$ cat src/rtl/mem_port_arbiter.sv
// Two-requester (core/loader) arbiter onto a single memory port.
// Round-robin on ties, bounded wait with abort, one IDLE turnaround per access.
module mem_port_arbiter #(
  parameter int ADDR_W  = 32,
  parameter int DATA_W  = 32,
  parameter int TIMEOUT = 16
) (
  input  logic              clk,
  input  logic              rst,
  input  logic              c_req,
  input  logic              c_we,
  input  logic [ADDR_W-1:0] c_addr,
  input  logic [DATA_W-1:0] c_wdata,
  output logic              c_done,
  output logic [DATA_W-1:0] c_rdata,
  output logic              c_stall,
  input  logic              l_req,
  input  logic              l_we,
  input  logic [ADDR_W-1:0] l_addr,
  input  logic [DATA_W-1:0] l_wdata,
  output logic              l_done,
  output logic [DATA_W-1:0] l_rdata,
  output logic              l_stall,
  output logic              m_en,
  output logic              m_we,
  output logic [ADDR_W-1:0] m_addr,
  output logic [DATA_W-1:0] m_wdata,
  input  logic [DATA_W-1:0] m_rdata,
  input  logic              m_ready,
  output logic              err
);

  localparam int CNT_W = $clog2(TIMEOUT + 1);
  localparam logic [CNT_W-1:0] LAST_WAIT = CNT_W'(TIMEOUT - 1);

  typedef enum logic [1:0] {
    IDLE   = 2'd0,
    BUSY_C = 2'd1,
    BUSY_L = 2'd2
  } state_t;

  state_t              r_state;
  state_t              w_state_nxt;
  logic                r_last_l;
  logic [CNT_W-1:0]    r_wait;
  logic                r_m_en;
  logic                r_m_we;
  logic [ADDR_W-1:0]   r_m_addr;
  logic [DATA_W-1:0]   r_m_wdata;
  logic                r_c_done;
  logic                r_l_done;
  logic                r_err;
  logic [DATA_W-1:0]   r_c_rdata;
  logic [DATA_W-1:0]   r_l_rdata;
  logic                w_c_elig;
  logic                w_l_elig;
  logic                w_grant_c;
  logic                w_grant_l;
  logic                w_busy;
  logic                w_complete;
  logic                w_abort;
  logic                w_finish;

  // A requester whose done is showing still has req high; mask it so the
  // turnaround cycle cannot re-grant the access that just finished.
  assign w_c_elig   = c_req & ~r_c_done;
  assign w_l_elig   = l_req & ~r_l_done;
  assign w_busy     = (r_state != IDLE);
  assign w_complete = w_busy & m_ready;
  assign w_abort    = w_busy & ~m_ready & (r_wait == LAST_WAIT);
  assign w_finish   = w_complete | w_abort;

  // Next-state and grant decode.
  always_comb begin
    w_state_nxt = r_state;
    w_grant_c   = 1'b0;
    w_grant_l   = 1'b0;
    case (r_state)
      IDLE: begin
        if (w_c_elig && (!w_l_elig || r_last_l)) begin
          w_state_nxt = BUSY_C;
          w_grant_c   = 1'b1;
        end else if (w_l_elig) begin
          w_state_nxt = BUSY_L;
          w_grant_l   = 1'b1;
        end else begin
          w_state_nxt = IDLE;
        end
      end
      BUSY_C, BUSY_L: begin
        if (w_finish) begin
          w_state_nxt = IDLE;
        end else begin
          w_state_nxt = r_state;
        end
      end
      default: begin
        w_state_nxt = IDLE;
      end
    endcase
  end

  // State register.
  always_ff @(posedge clk or negedge rst) begin
    if (!rst) begin
      r_state <= IDLE;
    end else begin
      r_state <= w_state_nxt;
    end
  end

  // Memory-side request registers, wait counter and round-robin pointer.
  always_ff @(posedge clk or negedge rst) begin
    if (!rst) begin
      r_m_en    <= 1'b0;
      r_m_we    <= 1'b0;
      r_m_addr  <= {ADDR_W{1'b0}};
      r_m_wdata <= {DATA_W{1'b0}};
      r_wait    <= {CNT_W{1'b0}};
      r_last_l  <= 1'b1;
    end else begin
      r_m_en <= (w_state_nxt != IDLE);
      if (w_grant_c) begin
        r_m_we    <= c_we;
        r_m_addr  <= c_addr;
        r_m_wdata <= c_wdata;
      end else if (w_grant_l) begin
        r_m_we    <= l_we;
        r_m_addr  <= l_addr;
        r_m_wdata <= l_wdata;
      end
      if (w_grant_c || w_grant_l) begin
        r_wait <= {CNT_W{1'b0}};
      end else if (w_busy && !m_ready && !w_abort) begin
        r_wait <= r_wait + CNT_W'(1);
      end
      if (w_finish) begin
        r_last_l <= (r_state == BUSY_L);
      end
    end
  end

  // Completion pulses and read-data capture (reads that complete normally only).
  always_ff @(posedge clk or negedge rst) begin
    if (!rst) begin
      r_c_done  <= 1'b0;
      r_l_done  <= 1'b0;
      r_err     <= 1'b0;
      r_c_rdata <= {DATA_W{1'b0}};
      r_l_rdata <= {DATA_W{1'b0}};
    end else begin
      r_c_done <= w_finish & (r_state == BUSY_C);
      r_l_done <= w_finish & (r_state == BUSY_L);
      r_err    <= w_abort;
      if (w_complete && !r_m_we && (r_state == BUSY_C)) begin
        r_c_rdata <= m_rdata;
      end
      if (w_complete && !r_m_we && (r_state == BUSY_L)) begin
        r_l_rdata <= m_rdata;
      end
    end
  end

  assign m_en    = r_m_en;
  assign m_we    = r_m_we;
  assign m_addr  = r_m_addr;
  assign m_wdata = r_m_wdata;
  assign c_done  = r_c_done;
  assign l_done  = r_l_done;
  assign err     = r_err;
  assign c_rdata = r_c_rdata;
  assign l_rdata = r_l_rdata;
  assign c_stall = c_req & ~r_c_done;
  assign l_stall = l_req & ~r_l_done;

endmodule
$ cat config.mk
export PLATFORM = sky130hd
export DESIGN_NAME = mem_port_arbiter
export DESIGN_NICKNAME = d
export VERILOG_FILES = /design/src/rtl/mem_port_arbiter.sv
export SDC_FILE = /design/constraint.sdc
export NUM_CORES = 1
export LEC_CHECK = 0
export ABC_AREA = 1
export BUFFER_PORTS_ARGS = -buffer_cell sky130_fd_sc_hd__buf_2
export CAP_MARGIN = 20
export CORE_UTILIZATION = 48
export DETAILED_ROUTE_END_ITERATION = 8
export PLACE_DENSITY = 0.81
export SLEW_MARGIN = 20
export SYNTH_ARGS = -nofsm -noshare
export SYNTH_HDL_FRONTEND = slang
export SYNTH_SLANG_ARGS = --single-unit
$ cat constraint.sdc
create_clock -name clk -period 2.3 [get_ports clk]
set_input_delay 0.46 -clock clk [delete_from_list [all_inputs] [get_ports clk]]
set_output_delay 0.46 -clock clk [all_outputs]
set_load 0.05 [all_outputs]
==> flow_summary.yaml <==
cts:
  post-cts-setup-buffers: 0
  clock_sinks: 141
  clockBufferDepth: 2
  path_clk_slew_ps: 60
  cts_resized: 0
  cts_max_level: 4
  insertion_delay_ps: 410
  cts_tree: "done"
  numCtsBuffers: 17
  ctsHoldBuffers: 0
  cts_root_buf: "clkbuf_16"
setup_path:
  r2r-end: "m_en"
  critical_path.max_fanout: 6
  worstPathRequired_ps: 1840
  crit_start: "c_done"
  r2r_cells: 9
  cp_slowest_cell: "dfrtp_1"
  crit_chain: "nor2_4 -> buf_2"
  endpoint_kind: "output port"
  r2r_slack_ps: 500
  critical_path.max_stage_delay_ps: 400
  startpoint_type: "register"
  critPathKind: "register to output port"
  reg2reg_from: "r_wait[0]"
  arrival_ps: 1390
  path_buf_inv: 1
  cpLargestDelayFamily: "flip-flops"
sta:
  fmax_mhz: 542
  min_period_ps: 1850
  skew_ps: 8.14
  hold_viol_final: 0
  slew_headroom_pct: 61.5
  drv_slew: 0
  setup_viol: 0
  rsz0062_at_grt: "no"
  tns_ps: 0
  max_slew.worst_pin.slew_ps: 571
  fin_crit_sh_pct: 80.2
die:
  die_w_um: 122
  start_util_pct: 49.6
  dieArea_mm2: 0.0149
  rows: 43
  io_pins: 302
  die_y_um: 122
  core_mm2: 0.0139
placement:
  dp_hpwl_um: 13600
  gp_congestion: 0.867
  io_buffers: 301
layout:
  drive_gt1_share_pct: 30.6
  syn_to_final_growth_pct: 31.5
  seq_area_mm2: 0.00353
  nFillCells: 1213
  final_common_cell: "nand2_1"
  multi_input_area_mm2: 0.00259
  fin_nets: 1341
  final_cell_mix: "nand2_1 (344), buf_2 (300), dfrtp_1 (140)"
  final_core_utilization_pct: 65.2
synth:
  syn_nets: 1065
  synth_edf_count: 0
  synth_top_cell_area_share_pct: 50.7
  yosys.area_share.simple_pct: 31.1
  yosysUniqueCellTypes: 22
  synth_flop_cell: "dfrtp_1"
  ys_top_cells_by_area: "dfrtp_1 (51%), nand2_1 (19%), inv_1 (6.4%), nand4_1 (5.9%), nand3_1 (5.1%)"
  synth_mux_area_share_pct: 0
  synth_compound_area_share_pct: 5.00
  synth_top_family_by_area: "simple AND/OR/NAND/NOR gates"
  synth-xor-area-share_pct: 0.127
  ys_seq_elements: 141
  syn-cell-area_mm2: 0.00691
  synth_cells: 892
  syn_avg_cell_area_um2: 7.75
  synth_fa_ha_area_share_pct: 1.09
  ys_seq_area_share_pct: 51.1
  async_flop_share_pct: 100
  yosys_warnings: 0
  yosysTopAreaCell: "dfrtp_1"
power_and_ir_drop:
  leakage_nw: 5.42
  powerDensity_mw_per_mm2: 1660
  irDropWorstVdd_mv: 0.819
grt:
  grt_overflow_total: 0
  track_usage_pct: 26.7
  grt_pass1_wl_um: 30900
  antenna_found_initial: 1
  grt_max_degree: 86
  grt_pass1_vias: 6404
run:
  cap_violations: 0
min_path:
  hold_path.class: "input port to asynchronous set/reset pin"
run_status:
  status: "complete, no violations"
route:
  vias: 6880
  drt-total-wl_um: 19400
  route.detailed.wl_per_inst_um: 14.3
  ant_nets: 0
  firstDrtPassIters: 6
  routed_via_density: 5.06
  drc: 0
  drt_iter0_drc: 439
[stage by stage]
stage,hold WS (ps),instances,worst slack [ps],area (um2),power (mW)
floorplan,164,892,416,6910,10.5
finish,7.26,1360,455,9090,15.1
CTS,13.8,1359,409,9080,15.2
global route,37.4,1360,313,9090,16.0
detailed placement,465,1329,519,8530,12.6
global placement,462,1329,544,8530,12.4
[power breakdown]
group	total [mW]	switching (mW)	internal [mW]	leakage, nW
clock	2.54	1.02	1.52	0.259
combinational	8.33	6.42	1.91	3.41
sequential	4.19	0.596	3.59	1.75
total	15.1	8.04	7.03	5.42
[Yosys cell counts, types with 5 or more instances]
cell type and number:
buf_1 5, dfrtp_1 140, buf_2 31, nand3_1 70, nand4_1 65, nand2_1 344, nor2_1 6, clkbuf_1 14
inv_1 117, o21ai_0 67, buf_6 9, ha_1 6
[kinds of logic after synthesis]
kind of cell,Yosys count
buffers and inverters,181
AND/OR/NAND/NOR,494
XOR/XNOR,1
adder cells (fa/ha/maj),6
flip-flops,141
AO/OA/AOI/OAI,69
[flip-flops by register name, indices dropped and copies added (netlist names), 2 cells and up]
signal / flops
r_state: 2
l_rdata: 32
m_wdata: 32
c_rdata: 32
m_addr: 32
r_wait: 5
[per-layer routing]
layer  global-route usage (%)  part of all wire (%)
met1                     34.2                    41
met2                     43.2                    49
met3                     5.62                   6.6
met4                     12.7                   2.7
met5                        0                     0
[area by class of cell]
type,count,area share (%)
flip-flops and latches,141,38.8
multi-input cells,570,28.6
repair buffers,319,19.1
clock buffers,19,4.98
inverters,119,4.94
well taps,180,2.48
clock inverters,11,1.06
diodes,1,0.0275
[worst max path at each step]
stage | endpoint | slack (ps) | cells after the start
floorplan | c_stall | 420 | 2
detailed placement | m_addr[10] | 520 | 7
global route | m_en | 310 | 9
finish | c_stall | 450 | 2
CTS | c_stall | 410 | 2
global placement | m_addr[10] | 540 | 7
(Power assumes the default switching activity.)
